===== src/rtl/BrLitePkg.sv =====
// Shared BrLiteNoC types: flit layout, service codes, adapter TX entry and FSM states.
package BrLitePkg;

    localparam int unsigned BR_ADDR_W    = 8;
    localparam int unsigned BR_PAYLOAD_W = 32;
    localparam int unsigned BR_ID_W      = 5;

    typedef enum logic [1:0] {
        BR_SVC_ALL = 2'd0,
        BR_SVC_TGT = 2'd1,
        BR_SVC_MON = 2'd2,
        BR_SVC_CLR = 2'd3
    } br_svc_t;

    typedef struct packed {
        logic [BR_ADDR_W-1:0]    seq_source;
        logic [BR_ADDR_W-1:0]    seq_target;
        logic [BR_PAYLOAD_W-1:0] payload;
        logic [BR_ID_W-1:0]      id;
        br_svc_t                 service;
    } br_data_t;

    // What the PE supplies per request; source and id are stamped at injection.
    typedef struct packed {
        logic [BR_ADDR_W-1:0]    seq_target;
        logic [BR_PAYLOAD_W-1:0] payload;
        br_svc_t                 service;
    } br_tx_entry_t;

    typedef enum logic {
        TX_IDLE = 1'b0,
        TX_REQ  = 1'b1
    } br_tx_state_e;

    typedef enum logic {
        RX_IDLE = 1'b0,
        RX_WAIT = 1'b1
    } br_rx_state_e;

endpackage


===== src/rtl/br_fifo.sv =====
// Generic synchronous FIFO with extra-MSB pointers; a pop frees a slot for a same-cycle push.
module br_fifo #(
    parameter type         T     = logic [7:0],
    parameter int unsigned DEPTH = 4
) (
    input  logic                   clk,
    input  logic                   rst_n,
    input  logic                   wr_en,
    input  T                       wr_data,
    input  logic                   rd_en,
    output T                       rd_data,
    output logic                   full,
    output logic                   empty,
    output logic [$clog2(DEPTH):0] count
);

    localparam int unsigned AW = $clog2(DEPTH);
    localparam int unsigned PW = AW + 1;

    T              mem [DEPTH];
    logic [PW-1:0] wr_ptr;
    logic [PW-1:0] rd_ptr;
    logic          do_wr;
    logic          do_rd;

    assign empty   = (wr_ptr == rd_ptr);
    assign full    = (wr_ptr[AW] != rd_ptr[AW]) && (wr_ptr[AW-1:0] == rd_ptr[AW-1:0]);
    assign do_rd   = rd_en && !empty;
    assign do_wr   = wr_en && (!full || do_rd);
    assign count   = wr_ptr - rd_ptr;
    assign rd_data = mem[rd_ptr[AW-1:0]];

    always_ff @(posedge clk or negedge rst_n) begin
        if (!rst_n) begin
            wr_ptr <= '0;
            rd_ptr <= '0;
        end else begin
            if (do_wr) begin
                wr_ptr <= wr_ptr + PW'(1);
            end
            if (do_rd) begin
                rd_ptr <= rd_ptr + PW'(1);
            end
        end
    end

    // Storage needs no reset: pointers alone define valid contents.
    always_ff @(posedge clk) begin
        if (do_wr) begin
            mem[wr_ptr[AW-1:0]] <= wr_data;
        end
    end

endmodule


===== src/rtl/br_pe_adapter.sv =====
// PE-side local-port adapter for BrLiteNoC: queued req/ack injection with stamped
// source/id, and req/ack capture of delivered flits into a PE-drained receive FIFO.
module br_pe_adapter
    import BrLitePkg::*;
#(
    parameter int unsigned SRC_ADDR = 0,
    parameter int unsigned TX_DEPTH = 4,
    parameter int unsigned RX_DEPTH = 4
) (
    input  logic                      clk_i,
    input  logic                      rst_ni,
    input  logic                      tx_valid_i,
    output logic                      tx_ready_o,
    input  logic [BR_ADDR_W-1:0]      tx_target_i,
    input  logic [BR_PAYLOAD_W-1:0]   tx_payload_i,
    input  br_svc_t                   tx_service_i,
    output br_data_t                  noc_flit_o,
    output logic                      noc_req_o,
    input  logic                      noc_ack_i,
    input  logic                      noc_busy_i,
    input  br_data_t                  noc_flit_i,
    input  logic                      noc_req_i,
    output logic                      noc_ack_o,
    output logic                      rx_valid_o,
    input  logic                      rx_ready_i,
    output br_data_t                  rx_flit_o,
    output logic [$clog2(TX_DEPTH):0] tx_count_o
);

    localparam int unsigned RX_CW = $clog2(RX_DEPTH) + 1;

    br_tx_entry_t     tx_in;
    br_tx_entry_t     tx_head;
    logic             tx_full;
    logic             tx_empty;
    logic             tx_wr;
    logic             tx_pop;

    logic             rx_full;
    logic             rx_empty;
    logic             rx_wr;
    logic             rx_pop;
    logic [RX_CW-1:0] rx_count_unused;

    br_tx_state_e        tx_state_q, tx_state_d;
    br_data_t            flit_q, flit_d;
    logic                req_q, req_d;
    logic [BR_ID_W-1:0]  id_q, id_d;

    br_rx_state_e        rx_state_q, rx_state_d;
    logic                ack_q, ack_d;

    assign tx_in = '{seq_target: tx_target_i, payload: tx_payload_i, service: tx_service_i};

    // Ready reflects pre-pop state, so a full FIFO never takes a write even while popping.
    assign tx_ready_o = !tx_full;
    assign tx_wr      = tx_valid_i && !tx_full;

    br_fifo #(
        .T     (br_tx_entry_t),
        .DEPTH (TX_DEPTH)
    ) u_tx_fifo (
        .clk     (clk_i),
        .rst_n   (rst_ni),
        .wr_en   (tx_wr),
        .wr_data (tx_in),
        .rd_en   (tx_pop),
        .rd_data (tx_head),
        .full    (tx_full),
        .empty   (tx_empty),
        .count   (tx_count_o)
    );

    // TX injection: busy only gates entering TX_REQ; flit is frozen while requesting.
    always_comb begin
        tx_state_d = tx_state_q;
        flit_d     = flit_q;
        req_d      = req_q;
        id_d       = id_q;
        tx_pop     = 1'b0;
        case (tx_state_q)
            TX_IDLE: begin
                if (!tx_empty && !noc_busy_i) begin
                    tx_state_d        = TX_REQ;
                    req_d             = 1'b1;
                    flit_d.seq_source = BR_ADDR_W'(SRC_ADDR);
                    flit_d.seq_target = tx_head.seq_target;
                    flit_d.payload    = tx_head.payload;
                    flit_d.service    = tx_head.service;
                    flit_d.id         = id_q;
                end
            end
            TX_REQ: begin
                if (noc_ack_i) begin
                    tx_state_d = TX_IDLE;
                    req_d      = 1'b0;
                    tx_pop     = 1'b1;
                    id_d       = id_q + BR_ID_W'(1);
                end
            end
            default: begin
                tx_state_d = TX_IDLE;
                req_d      = 1'b0;
            end
        endcase
    end

    always_ff @(posedge clk_i or negedge rst_ni) begin
        if (!rst_ni) begin
            tx_state_q <= TX_IDLE;
            flit_q     <= '0;
            req_q      <= 1'b0;
            id_q       <= '0;
        end else begin
            tx_state_q <= tx_state_d;
            flit_q     <= flit_d;
            req_q      <= req_d;
            id_q       <= id_d;
        end
    end

    assign noc_flit_o = flit_q;
    assign noc_req_o  = req_q;

    assign rx_pop     = !rx_empty && rx_ready_i;
    assign rx_valid_o = !rx_empty;

    // RX capture: one-cycle ack, then wait for req to drop so a held req is taken once.
    always_comb begin
        rx_state_d = rx_state_q;
        ack_d      = 1'b0;
        rx_wr      = 1'b0;
        case (rx_state_q)
            RX_IDLE: begin
                if (noc_req_i && (!rx_full || rx_pop)) begin
                    rx_state_d = RX_WAIT;
                    ack_d      = 1'b1;
                    rx_wr      = 1'b1;
                end
            end
            RX_WAIT: begin
                if (!noc_req_i) begin
                    rx_state_d = RX_IDLE;
                end
            end
            default: rx_state_d = RX_IDLE;
        endcase
    end

    always_ff @(posedge clk_i or negedge rst_ni) begin
        if (!rst_ni) begin
            rx_state_q <= RX_IDLE;
            ack_q      <= 1'b0;
        end else begin
            rx_state_q <= rx_state_d;
            ack_q      <= ack_d;
        end
    end

    assign noc_ack_o = ack_q;

    br_fifo #(
        .T     (br_data_t),
        .DEPTH (RX_DEPTH)
    ) u_rx_fifo (
        .clk     (clk_i),
        .rst_n   (rst_ni),
        .wr_en   (rx_wr),
        .wr_data (noc_flit_i),
        .rd_en   (rx_pop),
        .rd_data (rx_flit_o),
        .full    (rx_full),
        .empty   (rx_empty),
        .count   (rx_count_unused)
    );

endmodule

===== config.mk =====
export PLATFORM = sky130hd
export DESIGN_NAME = br_pe_adapter
export DESIGN_NICKNAME = d
export VERILOG_FILES = /design/src/rtl/BrLitePkg.sv /design/src/rtl/br_fifo.sv /design/src/rtl/br_pe_adapter.sv
export SDC_FILE = /design/constraint.sdc
export NUM_CORES = 1
export LEC_CHECK = 0
export BUFFER_PORTS_ARGS = -buffer_cell sky130_fd_sc_hd__buf_2
export CORE_MARGIN = 2
export CORE_UTILIZATION = 62
export DETAILED_ROUTE_END_ITERATION = 8
export PLACE_DENSITY = 0.88
export SETUP_SLACK_MARGIN = 0.15
export SYNTH_ARGS = -nofsm -noshare
export SYNTH_HDL_FRONTEND = slang
export SYNTH_SLANG_ARGS = --single-unit

===== constraint.sdc =====
create_clock -name clk_i -period 10.8 [get_ports clk_i]
set_input_delay 2.16 -clock clk_i [delete_from_list [all_inputs] [get_ports clk_i]]
set_output_delay 2.16 -clock clk_i [all_outputs]
set_load 0.01 [all_outputs]

Word level (Yosys, flattened, before mapping)
Memories as Yosys holds them, arrays and structs flattened. A register that Yosys moved wholly into a read port is not among the register bits.
Index checks and enable logic that the tools add are counted.
Widths: inputs -> output; s select.

storage, ports and cells
  memories = 2
  memory bits (writable) = 388
  word-level logic and storage cells = 66
  flip-flop bits (word level) = 26

cells by class
  bitwise gates (word level) = 2
  reduce and logical (&&, ||, !) cells = 22
  $add $sub $neg = 6
  equal/unequal tests = 8
  muxes and demuxes = 16

memory list
  name           words  width  read ports  clocked after Yosys merged registers in  write ports  RTL line       text
  u_rx_fifo.mem  4      55     1           0                                        1            br_fifo.sv:20  T mem [DEPTH];
  u_tx_fifo.mem  4      42     1           1                                        1            br_fifo.sv:20

operators by type and width
  operator             number
  $mux 1               13
  $add 3x1->3 const B  4
  $logic_and 1x1->1    10
  $eq 3x3->1           2
  $logic_not 1->1      6
  $pmux 1 s2           3
  $reduce_and 2->1     3
  $add 5x1->5 const B  1
  $eq 2x2->1           2
  $ne 2x2->1 const B   2
  $logic_or 1x1->1     3
  $sub 3x3->3          1
  $ne 1x1->1           2
  $not 1->1            2

Logic depth before layout (Yosys ltp)
  depth after elaboration = 10
  depth in mapped cells = 9
  gate-level depth less buffers = 5

By module
From an unflattened synthesis, not the netlist that was laid out.

unflattened totals
  cells, all modules = 741
  area, all modules = 17195.2 um^2

by module, submodules not included
  module               times used  cells each  area an instance (um^2)
  br_fifo (u_rx_fifo)  1           333         8379.3
  br_fifo (u_tx_fifo)  1           266         6510.0
  br_pe_adapter        1           142         2306.0

Least setup slack after synthesis
OpenSTA, ideal clock, no wires.

  path type = input-to-reg
  start = input tx_valid_i
  end = memory u_tx_fifo.mem[3][0] (netlist name) (enable)
  slack = 5.917 ns
  required time = 10.330 ns
  cell stages on the path = 2
  arrival time = 4.413 ns
  path through = nand2_1 > a31oi_1

between the ends
  longest elaborated chain between the ends = 4

RTL lines
  what                          RTL line             text
  start: declaration            br_pe_adapter.sv:12  input logic tx_valid_i,
  $logic_and 1x1->1             br_pe_adapter.sv:57  assign tx_wr = tx_valid_i && !tx_full;
  $logic_and 1x1->1             br_fifo.sv:29        assign do_wr = wr_en && (!full || do_rd);
  $mux 1                        br_fifo.sv:49        if (do_wr) begin
  $mux 1 (not written as such)  br_fifo.sv:50        mem[wr_ptr[AW-1:0]] <= wr_data;
  end: declaration              br_fifo.sv:20

No other way between the ends.

==> flow_summary_export.csv <==
group,metric,value,unit
outcome,status,"finished, final reports clean",
timing,fmax,0.207,GHz
clock_network,cts_tree,"yes",
timing,drv_slew,0,
clock_network,cts.path.max_buffers,3,
worst_setup_path,path_buf_inv,2,
worst_setup_path,crit_slowest_cell,"buf_4",
clock_network,cts_buffers,46,
worst_setup_path,max_stage_delay,750,ps
synthesis,seq_area_frac_synth,0.787,
clock_network,post_cts_buffers,0,
run,cap_viol_max_count,0,
cells_and_area,stdcell_area,0.0200,mm²
grt,grt_pass1_vias,8472,
timing,worst_pin_slew,1030,ps
route,totalWireLength,31900,µm
worst_setup_path,crit_arrival,2680,ps
timing,slew_headroom,0.312,
worst_setup_path,end_kind,"primary output",
die,num_rows,60,
grt,antenna_found_initial,5,
die,die-width,169,µm
synthesis,synth_area,0.0170,mm²
timing,fin_skew,10.1,ps
cells_and_area,fill_cells,1466,
min_path,hp-class,"flip-flop to flip-flop",
timing,final_hold_viol_count,0,
die,fp.coreArea,0.0270,mm²
synthesis,synth.distinct_cells,35,
cells_and_area,drive_gt1_frac,0.453,
clock_network,cts_resized,0,
synthesis,synth.most_common_cell,"edfxtp_1",
grt,grt_pass1_wl,48700,µm
cells_and_area,nNetsFinal,1083,
synthesis,synth_top_cell_area_share,0.687,
grt,grt_start_max_net_pins,69,
timing,period_share,0.448,
synthesis,ys_async_sr_fraction,0.149,
worst_setup_path,critPathKind,"flip-flop to primary output",
clock_network,cts_sinks,456,
clock_network,clk_pin_slew_worst_paths,60,ps
synthesis,syn_area_per_cell,23.5,µm²
timing,worst_slack,5960,ps
synthesis,synth_ff_type,"edfxtp_1",
timing,rsz0062_at_grt,"false",
placement,gp_congestion,0.766,
route,drtAntennaViolNets,0,
route,via_per_inst,5.88,
cells_and_area,postLayoutCoreUtil,0.742,
synthesis,synth_edf_count,388,
worst_setup_path,crit_chain,"buf_4 > mux4_2 > buf_2",
placement,placed_area,0.0184,mm²
clock_network,clk_latency,530,ps
power,p_leak,7.20,nW
worst_setup_path,crit_fanout,48,
power,vdd_ir_drop_max,0.272,mV
synthesis,synth_top_cell_by_area,"edfxtp_1",
synthesis,synth.area.top_cells,"edfxtp_1 (69%), mux4_2 (13%), dfrtp_1 (10%)",
synthesis,ys_top_cells_by_count,"edfxtp_1 (388), mux4_2 (97), dfrtp_1 (68)",
route,drt_iter0_drc,803,
clock_network,cts_hold_buf,0,
worst_setup_path,crit_path_start_kind,"flip-flop",
route,vias,7930,
synthesis,ys_ff_latch,456,
cells_and_area,area_delta_synth_final,17.9,%
worst_setup_path,required,8640,ps
die,initial_core_util,0.630,
clock_network,htreeDepth,2,
synthesis,ys.warnings.count,0,
grt,grt.total_usage,0.227,
placement,dp_hpwl,19100,µm
route,drcViolationCount,0,
grt,grt_overflow,0,
placement,dp_slack,6470,ps
route,drt_pre_antenna_iters,5,
power,p_per_area,287,mW/mm²
placement,place.port_buffers,212,
worst_setup_path,critPathTopFamily,"buffers and inverters",
die,top_level_ports,221,
route,avgRoutedWirePerCell,23.7,µm
synthesis,syn_inst,721,
timing,setup_viol_count_final,0,
die,dieArea,0.0287,mm²
timing,tns,0,ps
die,die_h,169,µm
timing,period_minus_slack,4840,ps
clock_network,cts-root-buf,"clkbuf_16",
power,p_total,5.74,mW
-- per-stage QoR --
| step | hold slack, ps | cells |
|---|---|---|
| floorplan | 442 | 728 |
| CTS | 474 | 1344 |
| global route | 505 | 1345 |
| global placement | 462 | 1258 |
| finish | 466 | 1348 |
| detailed placement | 466 | 1258 |
-- layer usage --
layer | track usage | up-vias | wire [µm]
met1 | 0.300 | 4118 | 12300
li1 | - | 3445 | -
met5 | 0 | - | 37
met2 | 0.377 | 306 | 16200
met3 | 0.0639 | 55 | 2700
met4 | 0.0628 | 6 | 709
-- cell families (layout without fill, tap and decap cells) --
kind of cell	after synthesis	count (layout)	synth area share
DFF	456	456	0.787
other	1	12	0.000221
buffers and inverters	47	322	0.0144
muxes	149	149	0.165
and+or+nand+nor	24	24	0.00737
AOI/OAI and AO/OA	12	12	0.00575
adders and majority gates	14	14	0.0108
xor gates and xnor gates	18	18	0.00973
-- layout by cell type (no fill, tap or decap), types with 3 or more instances in the layout --
cell,Yosys,routed
edfxtp_1,388,388
buf_2,15,211
mux4_2,97,97
dfrtp_1,68,64
clkbuf_16,0,49
mux2_2,44,44
buf_4,9,14
xnor2_1,13,13
ha_1,13,13
clkinv_1,0,12
inv_1,11,10
clkbuf_1,8,9
nand2_1,8,8
mux2_4,8,8
conb_1,1,8
bufinv_16,0,7
and2_2,0,6
clkinv_2,0,6
diode_2,0,4
xor2_1,4,4
nand3_1,3,3
-- path summary, 6_finish.rpt --
| path | from | end | slack, ps | cells past startpoint |
|---|---|---|---|---|
| worst max-delay path | u_rx_fifo.rd_ptr[0]$_DFFE_PN0P_ | rx_flit_o[27] | 5960 | 3 |
| worst min-delay path | id_q[4]$_DFFE_PN0P_ | id_q[4]$_DFFE_PN0P_ | 470 | 1 |
| worst max register to register | u_tx_fifo.rd_ptr[1]$_DFFE_PN0P_ | noc_flit_o[0]$_DFFE_PN0P_ | 7660 | 6 |
| worst min register to register | id_q[4]$_DFFE_PN0P_ | id_q[4]$_DFFE_PN0P_ | 470 | 1 |
| max in group asynchronous | rst_ni | u_rx_fifo.rd_ptr[0]$_DFFE_PN0P_ | 8280 | 1 |
| min in group asynchronous | rst_ni | noc_flit_o[8]$_DFFE_PN0P_ | 1770 | 1 |
-- registers in the layout, indices dropped and copies added (netlist names) --
signal            count
id_q                  5
u_rx_fifo.rd_ptr      3
u_tx_fifo.mem       168
tx_state_q            1
u_rx_fifo.mem       220
noc_ack_o             1
u_tx_fifo.rd_ptr      3
noc_flit_o           47
u_rx_fifo.wr_ptr      3
u_tx_fifo.wr_ptr      3
noc_req_o             1
rx_state_q            1
-- layout make-up --
class / instances / area [µm²] / share of cell area
clock buffer: 58 / 1260 / 0.0630
sequential: 456 / 13400 / 0.668
timing repair buffer: 225 / 1160 / 0.0580
clock inverter: 28 / 310 / 0.0155
antenna: 4 / 10.0 / 0.000500
tap: 341 / 427 / 0.0213
inverter: 11 / 41.3 / 0.00206
multi-input combinational: 225 / 3430 / 0.172
-- power by group --
| group | leakage [nW] | internal, mW | total (mW) | switching (mW) |
|---|---|---|---|---|
| combinational | 2.10 | 0.778 | 1.62 | 0.847 |
| clock | 0.764 | 0.993 | 1.62 | 0.626 |
| sequential | 4.34 | 2.32 | 2.50 | 0.177 |
Power figures use the tool's default switching activity.
